--- src/rtl/clk_ratio_monitor_pkg.sv ---
// rtl/clk_ratio_monitor_pkg.sv - shared types, widths and helpers for the clock ratio monitor
//
// Purpose : FSM state encoding, count width and the saturating/absolute-difference
//           helpers used by the monitor datapath.
// Ports   : none (package).
package clk_ratio_monitor_pkg;

  localparam int COUNT_W = 16;
  localparam logic [COUNT_W-1:0] COUNT_MAX = '1;

  typedef enum logic [1:0] {
    ST_IDLE    = 2'd0,
    ST_ALIGN   = 2'd1,
    ST_MEASURE = 2'd2
  } state_e;

  // Increment that sticks at all-ones instead of wrapping.
  function automatic logic [COUNT_W-1:0] sat_inc(input logic [COUNT_W-1:0] v);
    return (v == COUNT_MAX) ? v : v + COUNT_W'(1);
  endfunction

  // Unsigned |a-b| with the subtraction ordered so it never underflows.
  function automatic logic [COUNT_W:0] abs_diff(input logic [COUNT_W:0] a,
                                                input logic [COUNT_W:0] b);
    return (a >= b) ? (a - b) : (b - a);
  endfunction

endpackage

--- src/rtl/clk_ratio_monitor_if.sv ---
// rtl/clk_ratio_monitor_if.sv - control/status bundle of the clock ratio monitor
//
// Purpose : groups the enable input and all status outputs of the monitor.
// Signals : enable_i       1 = monitor runs, 0 = idle with status cleared
//           locked_o       ratio good for the required number of windows
//           ref_lost_o     sticky reference-timeout flag
//           err_o          1-cycle pulse on a bad window or timeout
//           count_o        clk cycles in last completed window (saturating)
//           count_valid_o  1-cycle pulse when count_o updates
// Modports: master = monitor side, slave = consumer side.
interface clk_ratio_monitor_if;
  import clk_ratio_monitor_pkg::*;

  logic               enable_i;
  logic               locked_o;
  logic               ref_lost_o;
  logic               err_o;
  logic [COUNT_W-1:0] count_o;
  logic               count_valid_o;

  modport master (
    input  enable_i,
    output locked_o,
    output ref_lost_o,
    output err_o,
    output count_o,
    output count_valid_o
  );

  modport slave (
    output enable_i,
    input  locked_o,
    input  ref_lost_o,
    input  err_o,
    input  count_o,
    input  count_valid_o
  );

endinterface

--- src/rtl/clk_ratio_monitor_edge_sync.sv ---
// rtl/clk_ratio_monitor_edge_sync.sv - reference clock synchroniser and rising-edge detector
//
// Purpose : brings the asynchronous reference into the clk_i domain through two
//           flops, delays it one more flop and flags the 0->1 transition.
// Ports   : clk_i   in  sampling clock
//           rst_ni  in  asynchronous active-low reset
//           d_i     in  asynchronous reference level
//           rise_o  out one-cycle pulse per synchronised rising edge
module clk_ratio_monitor_edge_sync (
  input  logic clk_i,
  input  logic rst_ni,
  input  logic d_i,
  output logic rise_o
);

  // [0],[1] form the synchroniser; [2] holds the previous synchronised level.
  logic [2:0] sync_q;
  logic [2:0] sync_d;

  always_comb begin
    sync_d = {sync_q[1:0], d_i};
  end

  always_ff @(posedge clk_i or negedge rst_ni) begin
    if (!rst_ni) begin
      sync_q <= 3'b000;
    end else begin
      sync_q <= sync_d;
    end
  end

  assign rise_o = sync_q[1] & ~sync_q[2];

endmodule

--- src/rtl/clk_ratio_monitor.sv ---
// rtl/clk_ratio_monitor.sv - lock/health monitor for the generated clock against a reference
//
// Purpose : counts clk_i cycles across a window of reference rising edges, compares
//           the count against WINDOW_EDGES*EXP_RATIO and asserts locked after
//           LOCK_WINDOWS consecutive good windows; flags a lost reference.
// Ports   : clk_i     in  generated clock, sole clock domain
//           rst_ni    in  asynchronous active-low reset
//           clkref_i  in  reference clock, sampled as data
//           mon       if  control/status bundle (master modport)
module clk_ratio_monitor
  import clk_ratio_monitor_pkg::*;
#(
  parameter int WINDOW_EDGES   = 256,
  parameter int EXP_RATIO      = 4,
  parameter int TOLERANCE      = 2,
  parameter int LOCK_WINDOWS   = 4,
  parameter int TIMEOUT_CYCLES = 64
) (
  input  logic                clk_i,
  input  logic                rst_ni,
  input  logic                clkref_i,
  clk_ratio_monitor_if.master mon
);

  localparam int EDGE_W = (WINDOW_EDGES > 1) ? $clog2(WINDOW_EDGES) : 1;
  localparam int IDLE_W = $clog2(TIMEOUT_CYCLES + 1);
  localparam int GOOD_W = $clog2(LOCK_WINDOWS + 1);

  localparam longint EXP_PROD = longint'(WINDOW_EDGES) * longint'(EXP_RATIO);
  // Expected count clamped into the 17-bit comparison space.
  localparam logic [COUNT_W:0] EXP_CNT =
    (EXP_PROD > 131071) ? '1 : (COUNT_W+1)'(EXP_PROD);
  // A saturated count can only be trusted when the target itself saturates.
  localparam bit EXP_SAT = (EXP_PROD >= 65535);
  localparam logic [COUNT_W:0] TOL = (COUNT_W+1)'(TOLERANCE);

  localparam logic [EDGE_W-1:0] EDGE_LAST = EDGE_W'(WINDOW_EDGES - 1);
  localparam logic [IDLE_W-1:0] IDLE_LAST = IDLE_W'(TIMEOUT_CYCLES - 1);
  localparam logic [IDLE_W-1:0] IDLE_MAX  = IDLE_W'(TIMEOUT_CYCLES);
  localparam logic [GOOD_W-1:0] GOOD_MAX  = GOOD_W'(LOCK_WINDOWS);

  logic ref_rise;

  state_e             state_q, state_d;
  logic [COUNT_W-1:0] cyc_q, cyc_d;
  logic [EDGE_W-1:0]  edge_q, edge_d;
  logic [IDLE_W-1:0]  idle_q, idle_d;
  logic [GOOD_W-1:0]  good_q, good_d;
  logic [COUNT_W-1:0] count_q, count_d;
  logic               count_valid_q, count_valid_d;
  logic               err_q, err_d;
  logic               locked_q, locked_d;
  logic               ref_lost_q, ref_lost_d;

  logic [COUNT_W-1:0] cyc_inc;
  logic [COUNT_W:0]   win_diff;
  logic               win_good;
  logic               timeout_evt;

  clk_ratio_monitor_edge_sync u_sync (
    .clk_i  (clk_i),
    .rst_ni (rst_ni),
    .d_i    (clkref_i),
    .rise_o (ref_rise)
  );

  always_comb begin
    // Count of the window that would close this cycle (closing cycle included).
    cyc_inc     = sat_inc(cyc_q);
    win_diff    = abs_diff({1'b0, cyc_inc}, EXP_CNT);
    win_good    = (win_diff <= TOL) && ((cyc_inc != COUNT_MAX) || EXP_SAT);
    // Fires only on the cycle the idle counter reaches the limit, so the error
    // pulses once; a simultaneous reference edge wins.
    timeout_evt = !ref_rise && (idle_q == IDLE_LAST);

    state_d       = state_q;
    cyc_d         = cyc_q;
    edge_d        = edge_q;
    idle_d        = ref_rise ? '0 : ((idle_q == IDLE_MAX) ? idle_q : idle_q + IDLE_W'(1));
    good_d        = good_q;
    count_d       = count_q;
    count_valid_d = 1'b0;
    err_d         = 1'b0;
    locked_d      = 1'b0;
    ref_lost_d    = ref_lost_q;

    if ((state_q == ST_IDLE) || !mon.enable_i) begin
      // Disable wins over everything; an in-flight window is dropped and
      // count_o keeps the last completed value.
      state_d    = mon.enable_i ? ST_ALIGN : ST_IDLE;
      cyc_d      = '0;
      edge_d     = '0;
      idle_d     = '0;
      good_d     = '0;
      ref_lost_d = 1'b0;
    end else if (timeout_evt) begin
      state_d    = ST_ALIGN;
      good_d     = '0;
      ref_lost_d = 1'b1;
      err_d      = 1'b1;
    end else begin
      // Registered from good_q so locked follows the qualifying count_valid by a cycle.
      locked_d = (good_q == GOOD_MAX);
      if (ref_rise) begin
        ref_lost_d = 1'b0;
      end
      case (state_q)
        ST_ALIGN: begin
          if (ref_rise) begin
            state_d = ST_MEASURE;
            cyc_d   = '0;
            edge_d  = '0;
          end
        end
        ST_MEASURE: begin
          cyc_d = cyc_inc;
          if (ref_rise) begin
            if (edge_q == EDGE_LAST) begin
              // Closing edge also opens the next window with no gap.
              count_d       = cyc_inc;
              count_valid_d = 1'b1;
              cyc_d         = '0;
              edge_d        = '0;
              if (win_good) begin
                good_d = (good_q == GOOD_MAX) ? good_q : good_q + GOOD_W'(1);
              end else begin
                good_d = '0;
                err_d  = 1'b1;
              end
            end else begin
              edge_d = edge_q + EDGE_W'(1);
            end
          end
        end
        default: begin
          state_d = ST_IDLE;
        end
      endcase
    end
  end

  always_ff @(posedge clk_i or negedge rst_ni) begin
    if (!rst_ni) begin
      state_q       <= ST_IDLE;
      cyc_q         <= '0;
      edge_q        <= '0;
      idle_q        <= '0;
      good_q        <= '0;
      count_q       <= '0;
      count_valid_q <= 1'b0;
      err_q         <= 1'b0;
      locked_q      <= 1'b0;
      ref_lost_q    <= 1'b0;
    end else begin
      state_q       <= state_d;
      cyc_q         <= cyc_d;
      edge_q        <= edge_d;
      idle_q        <= idle_d;
      good_q        <= good_d;
      count_q       <= count_d;
      count_valid_q <= count_valid_d;
      err_q         <= err_d;
      locked_q      <= locked_d;
      ref_lost_q    <= ref_lost_d;
    end
  end

  assign mon.locked_o      = locked_q;
  assign mon.ref_lost_o    = ref_lost_q;
  assign mon.err_o         = err_q;
  assign mon.count_o       = count_q;
  assign mon.count_valid_o = count_valid_q;

endmodule

--- src/flat_wrapper.sv ---
// flat-port wrapper written by rule: the top's interface ports become plain ports
module clk_ratio_monitor_flat import clk_ratio_monitor_pkg::*;
#(
  parameter int WINDOW_EDGES   = 256,
  parameter int EXP_RATIO      = 4,
  parameter int TOLERANCE      = 2,
  parameter int LOCK_WINDOWS   = 4,
  parameter int TIMEOUT_CYCLES = 64
)
  (clk_i, rst_ni, clkref_i, mon_enable_i, mon_locked_o, mon_ref_lost_o, mon_err_o, mon_count_o, mon_count_valid_o);
  clk_ratio_monitor_if mon_i ();
  input  logic clk_i;
  input  logic rst_ni;
  input  logic clkref_i;
  input wire logic [$bits(mon_i.enable_i)-1:0] mon_enable_i;
  output wire logic [$bits(mon_i.locked_o)-1:0] mon_locked_o;
  output wire logic [$bits(mon_i.ref_lost_o)-1:0] mon_ref_lost_o;
  output wire logic [$bits(mon_i.err_o)-1:0] mon_err_o;
  output wire logic [$bits(mon_i.count_o)-1:0] mon_count_o;
  output wire logic [$bits(mon_i.count_valid_o)-1:0] mon_count_valid_o;
  assign mon_i.enable_i = mon_enable_i;
  assign mon_locked_o = mon_i.locked_o;
  assign mon_ref_lost_o = mon_i.ref_lost_o;
  assign mon_err_o = mon_i.err_o;
  assign mon_count_o = mon_i.count_o;
  assign mon_count_valid_o = mon_i.count_valid_o;
  clk_ratio_monitor #(.WINDOW_EDGES(WINDOW_EDGES), .EXP_RATIO(EXP_RATIO), .TOLERANCE(TOLERANCE), .LOCK_WINDOWS(LOCK_WINDOWS), .TIMEOUT_CYCLES(TIMEOUT_CYCLES)) u_core (.clk_i(clk_i), .rst_ni(rst_ni), .clkref_i(clkref_i), .mon(mon_i));
endmodule
--- config.mk ---
export PLATFORM = sky130hd
export DESIGN_NAME = clk_ratio_monitor_flat
export DESIGN_NICKNAME = d
export VERILOG_FILES = /design/src/rtl/clk_ratio_monitor_pkg.sv /design/src/rtl/clk_ratio_monitor_if.sv /design/src/rtl/clk_ratio_monitor_edge_sync.sv /design/src/rtl/clk_ratio_monitor.sv /design/src/flat_wrapper.sv
export SDC_FILE = /design/constraint.sdc
export NUM_CORES = 1
export LEC_CHECK = 0
export ABC_AREA = 0
export CAP_MARGIN = 15
export CORE_MARGIN = 4
export CORE_UTILIZATION = 29
export DETAILED_ROUTE_END_ITERATION = 12
export GPL_ROUTABILITY_DRIVEN = 0
export PLACE_DENSITY_LB_ADDON = 0.3
export SLEW_MARGIN = 0
export SYNTH_ARGS = -nofsm -noshare
export SYNTH_HDL_FRONTEND = slang
export SYNTH_SLANG_ARGS = --single-unit
--- constraint.sdc ---
create_clock -name clk_i -period 3.45 [get_ports clk_i]
set_input_delay 0.8625 -clock clk_i [delete_from_list [all_inputs] [get_ports clk_i]]
set_output_delay 0.8625 -clock clk_i [all_outputs]
set_load 0.02 [all_outputs]
# Word level (Yosys, flattened, before mapping)

Index checks and enable logic that the tools add are counted.

Input port bits: 4
Word-level logic and storage cells: 98
Output and inout bits: 20
Flip-flop bits (word level): 59

Reduce and logical (&&, ||, !) cells: 15
Muxes and demuxes: 45
Magnitude comparators: 2
Bitwise logic cells: 4
Equal/unequal tests: 15
Add/sub/neg operators: 6

Operator list:

| operator                                                                 | count |
|---|---|
| 16-bit 2-to-1 mux                                                        | 6 |
| 8-bit 2-to-1 mux                                                         | 5 |
| 16-bit one-hot mux with 2 select lines                                   | 1 |
| 3-bit 2-to-1 mux                                                         | 7 |
| 7-bit 2-to-1 mux                                                         | 3 |
| 17-bit by 2-bit <= comparator with 1-bit output (second input constant)  | 1 |
| 1-bit 2-to-1 mux                                                         | 17 |
| 17-bit 2-to-1 mux                                                        | 1 |
| 11-bit by 16-bit subtractor with 17-bit output (first input constant)    | 1 |
| 16-bit by 11-bit subtractor with 17-bit output (second input constant)   | 1 |
| 16-bit by 1-bit adder with 16-bit output (second input constant)         | 1 |
| 16-bit equality test (second input constant)                             | 1 |
| 16-bit by 11-bit >= comparator with 1-bit output (second input constant) | 1 |
| 16-bit inequality test (second input constant)                           | 1 |
| 8-bit one-hot mux with 2 select lines                                    | 1 |
| 3-bit nonzero test                                                       | 4 |
| 3-bit by 1-bit inequality test with 1-bit output (second input constant) | 3 |
| 8-bit by 1-bit adder with 8-bit output (second input constant)           | 1 |
| 8-bit equality test (second input constant)                              | 1 |
| 4-bit AND reduction                                                      | 2 |
| 7-bit by 1-bit adder with 7-bit output (second input constant)           | 1 |
| 7-bit by 6-bit equality test with 1-bit output (second input constant)   | 1 |
| 7-bit equality test (second input constant)                              | 1 |
| 2-bit 2-to-1 mux                                                         | 3 |
| other kinds (18)                                                         | 22 |

# Depth between registers and ports, before layout

Gate-level depths: netlist (run 1).

Depth in word-level cells: 12
Gate-level depth with buffers: 15
Mapped depth without buffers: 14

# Cells and area by module

Synthesis (run 1) repeated with hierarchy kept, for this count alone.

Cell total of the unflattened synthesis: 381
Area total of the unflattened synthesis: 3509.6 um2

Modules (own cells, without submodules):

| module                      | cells an instance | instances | seq. area each (um2) | area each (um2) |
|---|---|---|---|---|
| clk_ratio_monitor           | 377               | 1         | 1401.3               | 3420.8 |
| clk_ratio_monitor_edge_sync | 4                 | 1         | 75.1                 | 88.8 |

# Least setup slack after synthesis (run 1)

Ideal clock, no wire load.

Path type: register -> register
From: register u_core.cyc_q[0]
To: register u_core.err_q, in the netlist u_core.mon.err_o
Setup time: 0.132 ns
Buffers on the path: 1
Path slack: -0.239 ns
Data required time: 3.318 ns
Period minus slack after synthesis: 3.689 ns
Stages on the path, launching flop included: 15
Arrival: 3.557 ns
Cells stage by stage: dfrtp_1 ha_1 clkbuf_8 nand3_2 nor4_4 mux2i_1 ha_1 inv_1 o32ai_1 or4bb_1 a21oi_1 nor3_1 a2111oi_4 nand2_2 o2bb2ai_1

Word-level cells in the longest chain between the ends: 12
Elaborated cells on any way between the ends: 16
Those cells by class: add/sub: 3; order compare: 2; eq/ne: 2; mux: 8; reduce/logical: 1

RTL lines:

| item                                                                                    | RTL line                    | RTL |
|---|---|---|
| start: declaration                                                                      | clk_ratio_monitor.sv:45     | `logic [COUNT_W-1:0] cyc_q, cyc_d;` |
| start signal: assignment                                                                | clk_ratio_monitor.sv:156    | `cyc_q <= cyc_d;` |
| 16-bit by 1-bit adder with 16-bit output / 16-bit equality test (equally long branches) | clk_ratio_monitor_pkg.sv:19 | `return (v == COUNT_MAX) ? v : v + COUNT_W'(1);` |
| 16-bit 2-to-1 mux (*)                                                                   | clk_ratio_monitor_pkg.sv:19 |  |
| 11-bit by 16-bit subtractor with 17-bit output, or another cell as far along            | clk_ratio_monitor_pkg.sv:25 | `return (a >= b) ? (a - b) : (b - a);` |
| 17-bit 2-to-1 mux                                                                       | clk_ratio_monitor_pkg.sv:25 |  |
| 17-bit by 2-bit <= comparator with 1-bit output                                         | clk_ratio_monitor.sv:71     | `win_good = (win_diff <= TOL) && ((cyc_inc != COUNT_MAX) \|\| EXP_SAT);` |
| 1-bit logical AND (*)                                                                   | clk_ratio_monitor.sv:71     |  |
| 1-bit 2-to-1 mux (*)                                                                    | clk_ratio_monitor.sv:124    | `if (win_good) begin` |
| 1-bit 2-to-1 mux (*)                                                                    | clk_ratio_monitor.sv:118    | `if (edge_q == EDGE_LAST) begin` |
| 1-bit 2-to-1 mux (*)                                                                    | clk_ratio_monitor.sv:117    | `if (ref_rise) begin` |
| 1-bit 2-to-1 mux (*)                                                                    | clk_ratio_monitor.sv:107    | `case (state_q)` |
| 1-bit 2-to-1 mux (*)                                                                    | clk_ratio_monitor.sv:96     | `end else if (timeout_evt) begin` |
| 1-bit 2-to-1 mux (*)                                                                    | clk_ratio_monitor.sv:87     | `if ((state_q == ST_IDLE) \|\| !mon.enable_i) begin` |
| net u_core.err_d                                                                        | clk_ratio_monitor.sv:51     | `logic err_q, err_d;` |
| end signal: assignment                                                                  | clk_ratio_monitor.sv:162    | `err_q <= err_d;` |
| end: declaration                                                                        | clk_ratio_monitor.sv:51     |  |

Mark *: on every way through the listed nets, which the timed path passes. The rest lies on a longest branch.
A chain may end at the register's enable or synchronous reset.

# Worst setup path after layout (run 1)

From: register u_core.cyc_q[15]
To: register u_core.err_q, in the netlist u_core.mon.err_o

The elaborated chain is that of the path after synthesis.

==> reports/metrics.cfg, run 1 <==
[logic_synthesis]
ys_seq_area_frac=0.391
synth_area_leaders=dfrtp_1, o21ai_0, nand2_1
async_reset_ff_frac=1.00
synth_cells=405
synth_nets=422
yosysUniqueCellTypes=70
mappedNetlistArea_um2=3770
netlist.area_leader.share=0.391
synth_edf_count=0
ys_seq_elements=59
syn_area_per_cell_um2=9.31
synth_warnings=0
ys.flop_type=dfrtp_1
synth_area_leader_cell=dfrtp_1

[timing]
drv_slew=0
post-route-period-util=0.941
setup_viol=0
worst_clock_skew_ns=0.00414
slew_headroom=0.397
grt_setup_unrepaired=false
fmax_ghz=0.308
final_hold_viol_count=0
holdWs_ns=0.330
finalCriticalPeriod_ns=3.25
worst_pin_slew_ns=0.893

[clock_network]
cts_made_buffers=9
clk_latency_ns=0.33
cts.sinks=59
clk_pin_slew_ns=0.05
ctsHoldBuffers=0
cts_tree=yes
htreeDepth=3
cts_max_path_buffers=2
cts_root_buffer=clkbuf_16

[detailed_routing]
drc_errors=0
avgViaCountPerCell=5.06
wl_mm=9.34
drtAntennaViolNets=0
wire_per_inst_um=14.8
drtPass1Iterations=4
vias=3181
drtIter0Drc=126

[worst_setup_path]
crit_chain=nand4_4 -> nor4_4 -> buf_4 -> mux2i_2 -> ha_2 -> inv_1 -> o32ai_4 -> or4bb_1 -> a21oi_1 -> nor3_1 -> a2111oi_4 -> nand2_2 -> o2bb2ai_1
r2r_cells=13
crit_fanout=4
critPathArrivalTime_ns=3.46
crit_path_end_kind=flip-flop
slowest_delay_ns=0.45
required_ns=3.66
criticalPathCategory=reg -> reg
cp_slowest_cell=or4bb_1
start_kind=flip-flop

[finish]
areaGrowthSynthToFinish_pct=22.5
fin_cells=629
design_area_um2=4620
fin_util=0.365
layout-drive-gt1-share=0.195
fin_nets=470
num_antenna_cells=0

[floorplanning]
pin_count=24
rows=41
die_y_um=122
start_util=0.298
fp.dieArea_um2=14900
die_w_um=122
coreArea_um2=12700

[global_routing]
grt.overflow.total=0
grt_pass1_wl_mm=15.8
grt_max_degree=37
grt_pass1_vias=3091
grt_use_total=0.136
antenna_found_initial=0

[place]
portBuffers=23
place_area_um2=4310
dp.cells=610
dp_hpwl_mm=6.98

[power_and_ir_drop]
comb_power_share=0.054
pwr-share-clk=0.498
pwr-share-seq=0.448
fin_total_pwr_mw=1.58
ir_worst_vdd_mv=0.192
pwr_density_cell_nw_per_um2=341
p_int_mw=1.22
p_leak_nw=1.95
netSwitchingPower_uw=353
p_sw_frac=0.224

[hold_path]
hp-class=in -> async

[run]
cap_viol_max_count=0

[run_status]
status=finished clean

[sequential cells by signal, indices dropped and copies added, names as in the netlist]
register	flops
u_core.mon.count_valid_o	1
u_core.mon.err_o	1
u_core.mon.locked_o	1
u_core.edge_q	8
u_core.u_sync.sync_q	3
u_core.mon.ref_lost_o	1
u_core.state_q	2
u_core.good_q	3
u_core.mon.count_o	16
u_core.idle_q	7
u_core.cyc_q	16
[final cells by class]
type / instances / area (µm²)
Clock buffer: 12 / 246
Multi-Input combinational cell: 304 / 2090
Inverter: 19 / 71.3
Tap cell: 172 / 215
Fill cell: 1292 / 8050
Clock inverter: 3 / 15.0
Sequential cell: 59 / 1480
Timing Repair Buffer: 60 / 503
[power by group through the flow]
stage               registers [mW]  clock network [mW]  logic (mW)
floorplan                    0.717                   0      0.0489
global placement             0.717                   0      0.0851
detailed placement           0.718                   0      0.0864
CTS                          0.706               0.813      0.0867
global route                 0.707               0.843      0.0986
finish                       0.707               0.785      0.0849
[timing repair]
item,CTS,global route
endpoints found under the setup margin,0,4
setup buffers,0,4
resized for setup,0,4
[Yosys cell counts (all sizes together) (9+ instances only)]
master	instances
clkbuf	13
dfrtp	59
nand4	12
ha	13
buf	9
nor3	9
a21oi	28
inv	18
o21ai	41
xor2	9
nand3	16
nor2	28
nand2	47
[worst max-delay path, delay by kind of cell (launching register included)]
| kind | cells | cell delay, ns |
|---|---|---|
| compound gates | 4 | 0.93 |
| fa+ha+maj | 1 | 0.22 |
| buf+inv | 2 | 0.25 |
| flops | 1 | 0.39 |
| mux | 1 | 0.24 |
| simple gates | 5 | 1.09 |
[path summary, 6_finish.rpt]
check | startpoint | to | slack [ns]
hold / removal | rst_ni | u_core.cyc_q[13] | 0.33
setup reg to reg | u_core.cyc_q[15] | u_core.mon.err_o | 0.20
max in group asynchronous | rst_ni | u_core.idle_q[2] | 2.48
setup / recovery | u_core.cyc_q[15] | u_core.mon.err_o | 0.20
hold reg to reg | u_core.u_sync.sync_q[0] | u_core.u_sync.sync_q[1] | 0.36
min in group clk_i | u_core.u_sync.sync_q[0] | u_core.u_sync.sync_q[1] | 0.36
[cells by family (layout without fill, tap and decap cells)]
family	count (synthesis)	in the layout	share of synthesized area
compound gates	106	106	0.193
buf+inv	42	94	0.0650
xor+xnor	17	17	0.0395
simple gates	157	157	0.236
fa+ha+maj	13	13	0.0431
mux	11	11	0.0315
flops	59	59	0.391
[cell usage in the layout (no fill, tap or decap), types with 12 or more instances in the layout]
master            n
a21oi_1          26
dfrtp_1          57
nand3_1          15
nor2_1           28
clkdlybuf4s50_1  22
nand2_1          46
ha_1             12
buf_4            37
inv_1            18
o21ai_0          38
[layer usage]
layer / share of wire / vias up / track usage
met5: 0 / - / 0
met4: 0.021 / 0 / 0.0511
met3: 0.041 / 15 / 0.0269
met2: 0.50 / 71 / 0.224
met1: 0.44 / 1533 / 0.176
li1: - / 1562 / -
[through the flow]
stage	TNS (ns)	setup WS, ns
2_1_floorplan	-0.257	-0.107
3_3_place_gp	0	0.221
3_5_place_dp	0	0.130
4_1_cts	0	0.120
5_1_grt	0	0.00774
6_report	0	0.204
No activity file was read; power rests on OpenSTA's default activity.
==> inputs of run 2 (changes only) <==
--- a/config.mk
+++ b/config.mk
@@ -9,6 +9,7 @@
 export CAP_MARGIN = 15
 export CORE_MARGIN = 4
 export CORE_UTILIZATION = 29
+export CTS_CLUSTER_SIZE = 16
 export DETAILED_ROUTE_END_ITERATION = 12
 export GPL_ROUTABILITY_DRIVEN = 0
 export PLACE_DENSITY_LB_ADDON = 0.3
==> results of run 2 <==
The final DEF is identical to that of run 1; final timing and power are the same.
==> inputs of run 3 (changes only) <==
--- a/config.mk
+++ b/config.mk
@@ -7,6 +7,8 @@
 export LEC_CHECK = 0
 export ABC_AREA = 0
 export CAP_MARGIN = 15
+export CELL_PAD_IN_SITES_DETAIL_PLACEMENT = 0
+export CELL_PAD_IN_SITES_GLOBAL_PLACEMENT = 1
 export CORE_MARGIN = 4
 export CORE_UTILIZATION = 29
 export CTS_CLUSTER_SIZE = 16
==> run 3 against run 2 <==
  * Global-route usage is 0.89 points higher
  * Total power is 17% higher
  * Routed wire length is 8.1% higher
  * Worst setup slack worse by 0.053 ns
  * Critical path type unchanged
  * Non-clock buffer count is 3 lower
  * Core utilization is 0.49 points higher
  * Combinational power is 7.7% higher
  * Count of clock-buffer cells in the layout is 1 lower
  * First-iteration DRC count is 6.3% higher
==> reports/metrics.cfg, run 3 (same netlist as run 1, synthesis figures left out) <==
[timing]
setup_tns_ns=0
slew_headroom=0.370
worst_pin_slew_ns=0.933
fmax_ghz=0.303
finalCriticalPeriod_ns=3.30
final_hold_viol_count=0
drv_slew=0
worst_clock_skew_ns=0.00724
grt_setup_unrepaired=false
post-route-period-util=0.956
setup_viol=0

[detailed_routing]
drtIter0Drc=134
vias=3176
wl_mm=10.1
wire_per_inst_um=16.1
drc_errors=0
drtAntennaViolNets=0
avgViaCountPerCell=5.07
drtPass1Iterations=4

[finish]
layout_common_cells=dfrtp_1, nand2_1, o21ai_0
fin_nets=467
fin_util=0.370
final_common_cell=dfrtp_1
layout-drive-gt1-share=0.200
areaGrowthSynthToFinish_pct=24.1
num_antenna_cells=0

[worst_setup_path]
crit_path_end_kind=flip-flop
cp-startpoint=u_core.cyc_q[1]
required_ns=3.66
start_kind=flip-flop
crit_chain=ha_2 -> nand3_4 -> nor4_4 -> buf_4 -> mux2i_2 -> ha_2 -> inv_1 -> o32ai_4 -> or4bb_4 -> a21oi_2 -> nor3_1 -> a2111oi_4 -> nand2_2 -> o2bb2ai_1
slowest_delay_ns=0.49
crit_fanout=4
r2r_start=u_core.cyc_q[1]
path_common_cell=ha_2
critPathArrivalTime_ns=3.51
endpoint=u_core.mon.err_o
worst_r2r_endpoint=u_core.mon.err_o
criticalPathCategory=reg -> reg
r2r_cells=14
cp_slowest_cell=or4bb_4
r2r_slack_ns=0.15

[run_status]
status=finished clean

[power_and_ir_drop]
pwr_density_cell_nw_per_um2=392
pwr-share-clk=0.566
ir_worst_vdd_mv=0.245
fin_total_pwr_mw=1.84
comb_power_share=0.050
p_sw_frac=0.209
p_int_mw=1.45
p_leak_nw=1.97
netSwitchingPower_uw=384
pwr-share-seq=0.384

[clock_network]
clk_pin_slew_ns=0.06
cts.sinks=59
clk_latency_ns=0.33
ctsHoldBuffers=0
htreeDepth=3
cts_max_path_buffers=2
cts_root_buffer=clkbuf_16
cts_made_buffers=9
cts_tree=yes

[global_routing]
grt_pass1_vias=3196
grt_pass1_wl_mm=16.8
grt_use_total=0.145
grt_max_degree=47
antenna_found_initial=0
grt.overflow.total=0

[place]
portBuffers=23
dp_hpwl_mm=7.44

[floorplanning]
fp.dieArea_um2=14900
die_w_um=122
coreArea_um2=12700
pin_count=24
rows=41
die_y_um=122
start_util=0.298

[run]
cap_viol_max_count=0

[hold_path]
hp-class=reg -> reg

[run 3: cell count changes in the layout (fill, tap and decap cells not counted), sizes merged]
| cell | previous run | this run |
|---|---|---|
| clkbuf | 12 | 11 |
| bufinv | 0 | 3 |
| clkinv | 4 | 3 |
| buf | 38 | 35 |
[run 3: final cells by class]
cell class | count | area, µm²
clock buffer | 11 | 243
clock inverter | 5 | 100
fill | 1286 | 7990
inverter | 19 | 71.3
multi-input combinational | 304 | 2090
sequential | 59 | 1480
tap | 172 | 215
timing repair buffer | 57 | 480
[run 3: how the worst min path moves through the flow]
stage,from,endpoint,cells past startpoint
after CTS,u_core.u_sync.sync_q[0],u_core.u_sync.sync_q[1],0
after global placement,u_core.u_sync.sync_q[0],u_core.u_sync.sync_q[1],0
after detailed placement,u_core.u_sync.sync_q[0],u_core.u_sync.sync_q[1],0
final,u_core.u_sync.sync_q[0],u_core.u_sync.sync_q[1],0
after global routing,u_core.u_sync.sync_q[0],u_core.u_sync.sync_q[1],0
after floorplan,u_core.u_sync.sync_q[0],u_core.u_sync.sync_q[1],0
[run 3: repair_timing]
| action | in CTS | in global routing |
|---|---|---|
| gates resized for setup | 0 | 7 |
| buffers inserted | 0 | 3 |
| setup endpoints to repair | 0 | 4 |
| endpoints found under the hold margin | 0 | 0 |
[run 3: critical path, delay by kind of cell (launching register included)]
kind	cells	cell delay [ns]
simple gates	5	1.00
compound gates	4	0.86
mux	1	0.24
flops	1	0.36
fa+ha+maj	2	0.45
buf+inv	2	0.25
[run 3: power groups by stage]
stage,Combinational (mW),Clock (mW),Sequential [mW]
after floorplan,0.0489,0,0.717
after global placement,0.0921,0,0.718
after detailed placement,0.0928,0,0.718
after CTS,0.0934,1.07,0.706
after global routing,0.105,1.10,0.707
final,0.0914,1.04,0.706
[run 3: metrics by stage]
stage / instances / hold slack [ns] / setup slack (ns) / cell area, µm²
final: 627 / 0.355 / 0.151 / 4680
after global routing: 627 / 0.363 / 0.00968 / 4680
after CTS: 624 / 0.357 / 0.0623 / 4640
after detailed placement: 608 / 0.345 / 0.0592 / 4290
after global placement: 608 / 0.334 / 0.186 / 4290
after floorplan: 405 / 0.331 / -0.107 / 3790
[run 3: per-layer routing]
layer  vias up  GRT usage  wire (µm)
met1      1542      0.188       4700
met4         0     0.0609        254
met3        19     0.0274        322
met5         -          0          0
li1       1550          -          -
met2        65      0.236       4820
